--- src/rtl/uart_rx_pkg.sv ---
// uart_rx_pkg: shared UART frame constants, receiver states and divider clamp.
package uart_rx_pkg;
  localparam int UART_DATA_BITS = 8;
  localparam logic [15:0] UART_MIN_DIV = 16'd4;
  typedef enum logic [2:0] {IDLE, START, DATA, STOP, WAIT_HIGH} rx_state_e;
  function automatic logic [15:0] clamp_div(input logic [15:0] n);
    return (n < UART_MIN_DIV) ? UART_MIN_DIV : n;
  endfunction
endpackage

--- src/rtl/uart_rx_if.sv ---
// uart_rx_if: received-byte handshake and status between receiver and host.
interface uart_rx_if;
  import uart_rx_pkg::*;
  logic [UART_DATA_BITS-1:0] read_buffer;
  logic data_ready;
  logic read_ack;
  logic frame_error;
  logic overrun;
  logic busy;
  modport master (output read_buffer, data_ready, frame_error, overrun, busy, input read_ack);
  modport slave (input read_buffer, data_ready, frame_error, overrun, busy, output read_ack);
endinterface

--- src/rtl/uart_rx_sync.sv ---
// uart_sync: multi-stage synchroniser for an asynchronous input with a chosen reset value.
module uart_sync #(
  parameter int STAGES = 2,
  parameter logic RST_VAL = 1'b1
) (
  input  logic clk,
  input  logic reset,
  input  logic d_i,
  output logic q_o
);
  logic [STAGES-1:0] sync_q;
  always_ff @(posedge clk)
    sync_q <= reset ? {STAGES{RST_VAL}} : {sync_q[STAGES-2:0], d_i};
  assign q_o = sync_q[STAGES-1];
endmodule

--- src/rtl/uart_rx.sv ---
// uart_rx: 8N1 serial receiver with mid-bit sampling, frame-error and overrun reporting.
module uart_rx
  import uart_rx_pkg::*;
#(
  parameter int DATA_BITS = 8,
  parameter int SYNC_STAGES = 2
) (
  input  logic        clk,
  input  logic        reset,
  input  logic        data_line,
  input  logic [15:0] baud_rate_control,
  uart_rx_if.master   bus
);
  rx_state_e state_q;
  logic [15:0] cnt_q, n_lat_q;
  logic [2:0] bit_idx_q;
  logic [DATA_BITS-1:0] shift_q, buf_q;
  logic data_ready_q, frame_error_q, overrun_q, busy_q, rx_s;
  uart_sync #(.STAGES(SYNC_STAGES), .RST_VAL(1'b1)) u_sync (
    .clk(clk), .reset(reset), .d_i(data_line), .q_o(rx_s)
  );
  always_ff @(posedge clk) begin
    if (reset) begin
      state_q <= IDLE;
      cnt_q <= '0;
      n_lat_q <= UART_MIN_DIV;
      bit_idx_q <= '0;
      shift_q <= '0;
      buf_q <= '0;
      data_ready_q <= 1'b0;
      frame_error_q <= 1'b0;
      overrun_q <= 1'b0;
      busy_q <= 1'b0;
    end else begin
      frame_error_q <= 1'b0;
      cnt_q <= cnt_q + 16'd1;
      if (bus.read_ack) begin
        data_ready_q <= 1'b0;
        overrun_q <= 1'b0;
      end
      case (state_q)
        IDLE: if (!rx_s) begin
          n_lat_q <= clamp_div(baud_rate_control);
          cnt_q <= '0;
          busy_q <= 1'b1;
          state_q <= START;
        end
        START: if (cnt_q == (n_lat_q >> 1) - 16'd1) begin
          cnt_q <= '0;
          bit_idx_q <= '0;
          busy_q <= ~rx_s;
          state_q <= rx_s ? IDLE : DATA;
        end
        DATA: if (cnt_q == n_lat_q - 16'd1) begin
          cnt_q <= '0;
          shift_q <= {rx_s, shift_q[DATA_BITS-1:1]};
          bit_idx_q <= bit_idx_q + 3'd1;
          if (bit_idx_q == 3'(DATA_BITS - 1)) state_q <= STOP;
        end
        STOP: if (cnt_q == n_lat_q - 16'd1) begin
          cnt_q <= '0;
          if (rx_s) begin
            // completion beats a same-cycle ack; an acked old byte is not an overrun
            buf_q <= shift_q;
            data_ready_q <= 1'b1;
            overrun_q <= bus.read_ack ? 1'b0 : (overrun_q | data_ready_q);
            busy_q <= 1'b0;
            state_q <= IDLE;
          end else begin
            frame_error_q <= 1'b1;
            state_q <= WAIT_HIGH;
          end
        end
        WAIT_HIGH: if (rx_s) begin
          cnt_q <= '0;
          busy_q <= 1'b0;
          state_q <= IDLE;
        end
        default: state_q <= IDLE;
      endcase
    end
  end
  assign bus.read_buffer = buf_q;
  assign bus.data_ready = data_ready_q;
  assign bus.frame_error = frame_error_q;
  assign bus.overrun = overrun_q;
  assign bus.busy = busy_q;
endmodule

--- src/flat_wrapper.sv ---
// flat-port wrapper written by rule: the top's interface ports become plain ports
module uart_rx_flat import uart_rx_pkg::*;
#(
  parameter int DATA_BITS = 8,
  parameter int SYNC_STAGES = 2
)
  (clk, reset, data_line, baud_rate_control, bus_read_buffer, bus_data_ready, bus_frame_error, bus_overrun, bus_busy, bus_read_ack);
  uart_rx_if bus_i ();
  input  logic clk;
  input  logic reset;
  input  logic data_line;
  input  logic [15:0] baud_rate_control;
  output wire logic [$bits(bus_i.read_buffer)-1:0] bus_read_buffer;
  output wire logic [$bits(bus_i.data_ready)-1:0] bus_data_ready;
  output wire logic [$bits(bus_i.frame_error)-1:0] bus_frame_error;
  output wire logic [$bits(bus_i.overrun)-1:0] bus_overrun;
  output wire logic [$bits(bus_i.busy)-1:0] bus_busy;
  input wire logic [$bits(bus_i.read_ack)-1:0] bus_read_ack;
  assign bus_read_buffer = bus_i.read_buffer;
  assign bus_data_ready = bus_i.data_ready;
  assign bus_frame_error = bus_i.frame_error;
  assign bus_overrun = bus_i.overrun;
  assign bus_busy = bus_i.busy;
  assign bus_i.read_ack = bus_read_ack;
  uart_rx #(.DATA_BITS(DATA_BITS), .SYNC_STAGES(SYNC_STAGES)) u_core (.clk(clk), .reset(reset), .data_line(data_line), .baud_rate_control(baud_rate_control), .bus(bus_i));
endmodule
--- config.mk ---
export PLATFORM = sky130hd
export DESIGN_NAME = uart_rx_flat
export DESIGN_NICKNAME = d
export VERILOG_FILES = /design/src/rtl/uart_rx_pkg.sv /design/src/rtl/uart_rx_if.sv /design/src/rtl/uart_rx_sync.sv /design/src/rtl/uart_rx.sv /design/src/flat_wrapper.sv
export SDC_FILE = /design/constraint.sdc
export NUM_CORES = 1
export LEC_CHECK = 0
export ABC_CLOCK_PERIOD_IN_PS = 3000
export CAP_MARGIN = 40
export CORE_ASPECT_RATIO = 0.5
export CORE_MARGIN = 1
export CORE_UTILIZATION = 52
export CTS_CLUSTER_SIZE = 12
export DETAILED_ROUTE_END_ITERATION = 10
export PLACE_DENSITY = 0.76
export SYNTH_ARGS = -nofsm -noshare
export SYNTH_HDL_FRONTEND = slang
export SYNTH_SLANG_ARGS = --single-unit
--- constraint.sdc ---
create_clock -name clk -period 3 [get_ports clk]
set_input_delay 0.6 -clock clk [delete_from_list [all_inputs] [get_ports clk]]
set_output_delay 0.6 -clock clk [all_outputs]
set_load 0.05 [all_outputs]
==> results.sh, run 1 <==
export IMPL_status="finished, final reports clean"
export IMPL_drtPass1Iterations=6
export IMPL_tns_ns=0
export IMPL_clk_pin_slew_ns=0.05
export IMPL_wl_um=8930
export IMPL_cts_buffer_depth=2
export IMPL_maxSlewHeadroom_pct=65.6
export IMPL_drt_iter0_drc=257
export IMPL_design_area_mm2=0.00435
export IMPL_reg2reg_to="u_core.cnt_q[2]"
export IMPL_synth_avg_cell_area_um2=8.22
export IMPL_critPathMaxStageDelay_ns=0.39
export IMPL_hold_start="u_core.u_sync.sync_q[0]"
export IMPL_crit_path_start_kind="flip-flop"
export IMPL_async_flop_share_pct=0
export IMPL_nets=482
export IMPL_r2r_start="u_core.n_lat_q[1]"
export IMPL_diodes=0
export IMPL_worst_hold_path_type="flip-flop to flip-flop"
export IMPL_ios=32
export IMPL_worstHoldEndpoint="u_core.u_sync.sync_q[1]"
export IMPL_synth_top_area_cell="dfxtp_1"
export IMPL_grt_pass1_vias=2891
export IMPL_cp_max_fo=8
export IMPL_synth_net_count=445
export IMPL_synth_seq_cells=60
export IMPL_cp_slowest_cell="nor4_2"
export IMPL_drive_above_1_share_pct=16.3
export IMPL_fin_crit_sh_pct=97.4
export IMPL_worst_slew_pin_slew_ns=0.515
export IMPL_place_inst=530
export IMPL_synth_edf_count=0
export IMPL_grt_usage_pct=27.0
export IMPL_syn_inst=420
export IMPL_path_cells="inv_2 -> buf_6 -> ha_4 -> xor2_1 -> o211ai_1 -> nor4_2 -> nand4_1 -> nor4_4 -> buf_4 -> buf_6 -> a21oi_2 -> o21bai_4 -> clkbuf_16 -> nor2_1"
export IMPL_finalCriticalPeriod_ns=2.92
export IMPL_drt_vias_per_instance=5.79
export IMPL_die_width_um=117
export IMPL_core_area_mm2=0.00623
export IMPL_synth_area_top_cells="dfxtp_1 35%, xnor2_1 8.9%, nor2_1 5.2%, nand2_1 4.9%, xor2_1 4.6%"
export IMPL_ff2ff_path_depth=14
export IMPL_crit_required_ns=3.22
export IMPL_power_leakage_nw=1.63
export IMPL_start_util_pct=55.4
export IMPL_p_total_mw=2.07
export IMPL_h_tree_depth=3
export IMPL_synth_ff_type="dfxtp_1"
export IMPL_design_die_area_mm2=0.00699
export IMPL_grt_pass1_wl_um=14100
export IMPL_area_delta_synth_final_pct=26.0
export IMPL_grt_max_degree=30
export IMPL_port_buffers=31
export IMPL_yosys_warnings=0
export IMPL_gp_congestion=0.910
export IMPL_p_per_area_mw_per_mm2=475
export IMPL_hold_buffers=0
export IMPL_wl_per_cell_um=16.3
export IMPL_cts_buffers=9
export IMPL_drv_cap=0
export IMPL_peakVddDrop_v=0.000327
export IMPL_ant_nets=0
export IMPL_fmax_ghz=0.342
export IMPL_die_h_um=59.6
export IMPL_report_final_slew_viol_count=0
export IMPL_setup_ws_ns=0.0772
export IMPL_ys_seq_area_share_pct=34.8
export IMPL_antenna_found_initial=0
export IMPL_drc=0
export IMPL_clock_sinks=60
export IMPL_hold_slack_ns=0.409
export IMPL_final_cells=549
export IMPL_place_hpwl_um=6240
export IMPL_insertion_delay_ns=0.34
export IMPL_num_vias=3178
export IMPL_netlist_area_mm2=0.00345
export IMPL_crit_top_cell="buf_6"
export IMPL_post_route_util_pct=69.8
export IMPL_finClkSkew_ns=0.00754
export IMPL_grt_ovfl_total=0
export IMPL_hold_depth=1
export IMPL_synth_top_area_share_pct=34.8
export IMPL_fp_row_count=20
export IMPL_critPathCaptureType="flip-flop"
export IMPL_setup_viol=0
export IMPL_path_class="flip-flop to flip-flop"
export IMPL_root_buffer="clkbuf_16"
export IMPL_reg2reg_slack_ns=0.08
export IMPL_hold_viol=0
export IMPL_post_place_ws_ns=-0.136
export IMPL_yosysUniqueCellTypes=59
export IMPL_cts_tree="built"
export IMPL_placed_cell_area_mm2=0.00391
export IMPL_arrival_ns=3.15
export IMPL_final_fill_count=486
## report_power, final
group	switching, mW	total [mW]	internal [mW]
clock network	0.360	0.955	0.594
registers	0.0325	0.845	0.813
logic	0.136	0.267	0.132
total	0.529	2.07	1.54
## routing by layer
metal	GRT usage (%)	share of wire (%)
met1	35.9	45
met4	10.5	2.1
met2	41.5	46
met5	0	0
met3	7.87	7.0
## worst max-delay path: cells and delay by family (launching register included)
kind                       cells  cell delay [ns]
AOI/OAI and AO/OA              3             0.46
xor gates and xnor gates       1             0.15
adders and majority gates      1             0.25
buffers and inverters          5             0.68
DFF                            1             0.33
and+or+nand+nor                4             0.94
## sequential cells by signal, indices dropped and copies added, names as in the netlist
signal,count
u_core.bit_idx_q,3
u_core.bus.frame_error,1
u_core.bus.busy,1
u_core.bus.data_ready,1
u_core.bus.read_buffer,8
u_core.shift_q,8
u_core.n_lat_q,16
u_core.u_sync.sync_q,2
u_core.cnt_q,16
u_core.state_q,3
u_core.bus.overrun,1
## cells by family after synthesis
group	Yosys count	synth area share (%)
compound gates	67	12.7
xor+xnor	53	13.4
fa+ha+maj	5	1.81
buf+inv	42	5.43
flops	60	34.8
mux	14	4.09
simple gates	179	27.7
## cells in the mapped netlist (2+ instances only)
master / n
o21ai_0: 7
or2_2: 2
or3b_2: 2
o22ai_1: 2
dfxtp_1: 60
a211oi_1: 4
mux2i_1: 13
a41oi_1: 3
a31oi_1: 2
and2_1: 2
and4_1: 5
nand2_1: 45
inv_1: 12
xor2_1: 18
nand4_1: 9
nor3b_1: 2
nor2_1: 48
buf_2: 5
nand3_1: 19
xnor2_1: 35
o31ai_1: 2
o211ai_1: 2
clkbuf_1: 18
and3_1: 6
nor4_1: 11
nand2b_1: 6
nand4b_1: 3
nor4_4: 3
nor3_1: 7
ha_1: 5
a21oi_1: 30
a22oi_1: 2
buf_4: 4
## layout by cell type, fill, tap and decap left out, types with 4 or more instances in the layout
cell,n
a211oi_1,4
a21oi_1,26
a21oi_2,4
and3_1,6
and4_1,5
buf_4,21
clkbuf_16,10
clkdlybuf4s50_1,31
dfxtp_1,53
dfxtp_2,6
inv_1,11
mux2i_1,13
nand2_1,44
nand2b_1,6
nand3_1,19
nand4_1,9
nor2_1,48
nor3_1,7
nor4_1,8
o21ai_0,7
xnor2_1,34
xor2_1,18
## area by class of cell
class	count	area (µm²)	share of cell area [%]
timing repair buffer	56	536	12.3
inverter	12	45.0	1.04
clock buffer	11	253	5.81
clock inverter	4	25.0	0.575
sequential	60	1210	27.9
tap	88	110	2.53
multi-input combinational	318	2170	49.9
## worst max path at each step
stage | slack [ns] | cells after the start | startpoint | endpoint
floorplan | 0.19 | 11 | u_core.n_lat_q[1] | u_core.cnt_q[5]
global placement | -0.03 | 12 | u_core.n_lat_q[2] | u_core.cnt_q[0]
detailed placement | -0.14 | 12 | u_core.n_lat_q[2] | u_core.cnt_q[8]
CTS | 0.004 | 12 | u_core.n_lat_q[2] | u_core.cnt_q[8]
global route | -0.04 | 14 | u_core.n_lat_q[1] | u_core.cnt_q[3]
finish | 0.08 | 14 | u_core.n_lat_q[1] | u_core.cnt_q[2]
## what timing repair did
| action | CTS | global route |
|---|---|---|
| buffers inserted | 0 | 3 |
| hold endpoints to repair | 0 | 0 |
| gates resized for setup | 2 | 26 |
| endpoints found under the setup margin | 19 | 41 |
| gates cloned | 0 | 1 |
| pin swaps | 0 | 6 |
Power figures use the tool's default switching activity.
==> inputs of run 2 (changes only) <==
--- a/config.mk
+++ b/config.mk
@@ -7,12 +7,15 @@
 export LEC_CHECK = 0
 export ABC_CLOCK_PERIOD_IN_PS = 3000
 export CAP_MARGIN = 40
+export CELL_PAD_IN_SITES_DETAIL_PLACEMENT = 0
+export CELL_PAD_IN_SITES_GLOBAL_PLACEMENT = 1
 export CORE_ASPECT_RATIO = 0.5
 export CORE_MARGIN = 1
-export CORE_UTILIZATION = 52
+export CORE_UTILIZATION = 39
 export CTS_CLUSTER_SIZE = 12
 export DETAILED_ROUTE_END_ITERATION = 10
-export PLACE_DENSITY = 0.76
+export PLACE_DENSITY_LB_ADDON = 0.1
+export SLEW_MARGIN = 20
 export SYNTH_ARGS = -nofsm -noshare
 export SYNTH_HDL_FRONTEND = slang
 export SYNTH_SLANG_ARGS = --single-unit
==> run 2 against run 1 <==
Net effect:
- sequential share of layout area decreased by 0.68 points
- worst setup slack improved by 0.13 ns
- maximum frequency increased by 4.5%
- worst hold slack improved by 0.0023 ns
- routed wire length decreased by 2.0%
- clock-buffer cell count decreased by 2
- cell area increased by 1.8%
==> results.sh, run 2 (same netlist as run 1, synthesis figures left out) <==
export IMPL_status="finished, final reports clean"
export IMPL_cts_buffers=9
export IMPL_reg2reg_slack_ns=0.20
export IMPL_placed_cell_area_mm2=0.00398
export IMPL_drv_cap=0
export IMPL_regArea_mm2=0.00120
export IMPL_reg2reg_to="u_core.bit_idx_q[0]"
export IMPL_final_fill_count=809
export IMPL_worst_slew_pin_slew_ns=0.516
export IMPL_hold_start="u_core.u_sync.sync_q[0]"
export IMPL_drtPass1Iterations=4
export IMPL_die_width_um=135
export IMPL_nets=489
export IMPL_top_usage_layer="met2"
export IMPL_maxSlewHeadroom_pct=65.6
export IMPL_setup_ws_ns=0.203
export IMPL_hold_depth=1
export IMPL_gp_congestion=0.887
export IMPL_cp_max_fo=7
export IMPL_drt_iter0_drc=146
export IMPL_area_delta_synth_final_pct=28.2
export IMPL_top_regs="u_core.cnt_q (16), u_core.n_lat_q (16)"
export IMPL_h_tree_depth=3
export IMPL_arrival_ns=3.00
export IMPL_root_buffer="clkbuf_16"
export IMPL_r2r_start="u_core.n_lat_q[2]"
export IMPL_grt_max_degree=29
export IMPL_crit_path_start_kind="flip-flop"
export IMPL_use_met3_pct=4.39
export IMPL_path_class="flip-flop to flip-flop"
export IMPL_grt_ovfl_total=0
export IMPL_path_cells="inv_1 -> ha_2 -> nor3b_1 -> a21oi_1 -> nor4b_1 -> o2111ai_1 -> a2111oi_4 -> nand4_1 -> nand4b_1 -> o21ai_0"
export IMPL_grt_pass1_wl_um=14600
export IMPL_hold_buffers=0
export IMPL_start_util_pct=41.7
export IMPL_final_common_cell="dfxtp_1"
export IMPL_ios=32
export IMPL_wl_per_cell_um=15.1
export IMPL_setup_viol=0
export IMPL_worstHoldEndpoint="u_core.u_sync.sync_q[1]"
export IMPL_power_leakage_nw=1.67
export IMPL_cp_slowest_cell="nor3b_1"
export IMPL_clk_pin_slew_ns=0.05
export IMPL_antenna_found_initial=0
export IMPL_ff2ff_path_depth=10
export IMPL_cts_tree="built"
export IMPL_insertion_delay_ns=0.33
export IMPL_core_area_mm2=0.00829
export IMPL_multiInputGateArea_mm2=0.00217
export IMPL_finalCriticalPeriod_ns=2.80
export IMPL_critPathCaptureType="flip-flop"
export IMPL_post_place_ws_ns=-0.126
export IMPL_critPathMaxStageDelay_ns=0.40
export IMPL_met2_usage_pct=33.1
export IMPL_p_per_area_mw_per_mm2=485
export IMPL_clock_sinks=60
export IMPL_finClkSkew_ns=0.00697
export IMPL_grt_usage_pct=20.7
export IMPL_fp_row_count=23
export IMPL_fmax_ghz=0.357
export IMPL_drt_vias_per_instance=5.37
export IMPL_design_area_mm2=0.00443
export IMPL_fin_crit_sh_pct=93.2
export IMPL_port_buffers=31
export IMPL_die_h_um=68.5
export IMPL_wl_um=8760
export IMPL_use_met1_pct=28.1
export IMPL_crit_required_ns=3.20
export IMPL_drive_above_1_share_pct=16.2
export IMPL_diodes=0
export IMPL_cts_buffer_depth=2
export IMPL_num_vias=3121
export IMPL_drc=0
export IMPL_worst_hold_path_type="flip-flop to flip-flop"
export IMPL_grt_pass1_vias=2935
export IMPL_mostFrequentLayoutCells="58 x dfxtp_1, 48 x nor2_1, 44 x nand2_1"
export IMPL_ant_nets=0
export IMPL_report_final_slew_viol_count=0
export IMPL_place_hpwl_um=6430
export IMPL_hold_viol=0
export IMPL_design_die_area_mm2=0.00926
export IMPL_peakVddDrop_v=0.000298
-- run 2: worst max path at each step --
stage / from / to / slack [ns] / cells after the start
floorplan: u_core.n_lat_q[1] / u_core.cnt_q[5] / 0.19 / 11
global placement: u_core.n_lat_q[2] / u_core.cnt_q[4] / -0.11 / 12
detailed placement: u_core.n_lat_q[2] / u_core.cnt_q[4] / -0.13 / 12
CTS: u_core.n_lat_q[2] / u_core.bit_idx_q[0] / 0.02 / 11
global route: u_core.n_lat_q[2] / u_core.bus.overrun / -0.06 / 12
finish: u_core.n_lat_q[2] / u_core.bit_idx_q[0] / 0.20 / 10
-- run 2: metrics by stage --
step	hold slack (ns)	utilization (%)	cells	TNS, ns	total power, mW
5_1_grt	0.428	53.4	581	-0.0832	2.25
3_5_place_dp	0.402	48.0	558	-1.97	1.10
3_3_place_gp	0.392	48.0	558	-1.74	1.10
6_report	0.411	53.4	581	0	2.15
2_1_floorplan	0.389	-	420	0	1.00
4_1_cts	0.415	51.9	574	0	2.16
-- run 2: critical path, delay by kind of cell, from the launching register on --
family,cells,cell delay [ns]
DFF,1,0.35
AOI/OAI and AO/OA,4,0.84
and+or+nand+nor,4,1.20
buffers and inverters,1,0.06
adders and majority gates,1,0.22
-- run 2: power by group --
group / leakage [nW] / internal [mW] / total, mW / switching [mW]
Clock: 0.138 / 0.646 / 1.04 / 0.389
Combinational: 1.05 / 0.135 / 0.268 / 0.133
Sequential: 0.485 / 0.812 / 0.844 / 0.0316
-- run 2: area by class of cell --
| cell class | instances | area share, % |
|---|---|---|
| well taps | 112 | 3.17 |
| inverters | 12 | 1.02 |
| repair buffers | 62 | 12.9 |
| flip-flops and latches | 60 | 27.2 |
| multi-input cells | 319 | 48.9 |
| clock buffers | 9 | 5.09 |
| clock inverters | 7 | 1.70 |
-- run 2: timing repair --
action | in CTS | in global routing
cloned | 0 | 1
pin swaps | 0 | 7
gates resized for setup | 3 | 14
setup buffers | 0 | 6
endpoints found under the setup margin | 23 | 39
-- run 2: metal layers --
layer,routed length [µm],vias to the layer above
li1,-,1565
met1,4480,1481
met2,3820,64
met3,379,11
met4,78,0
met5,0,-
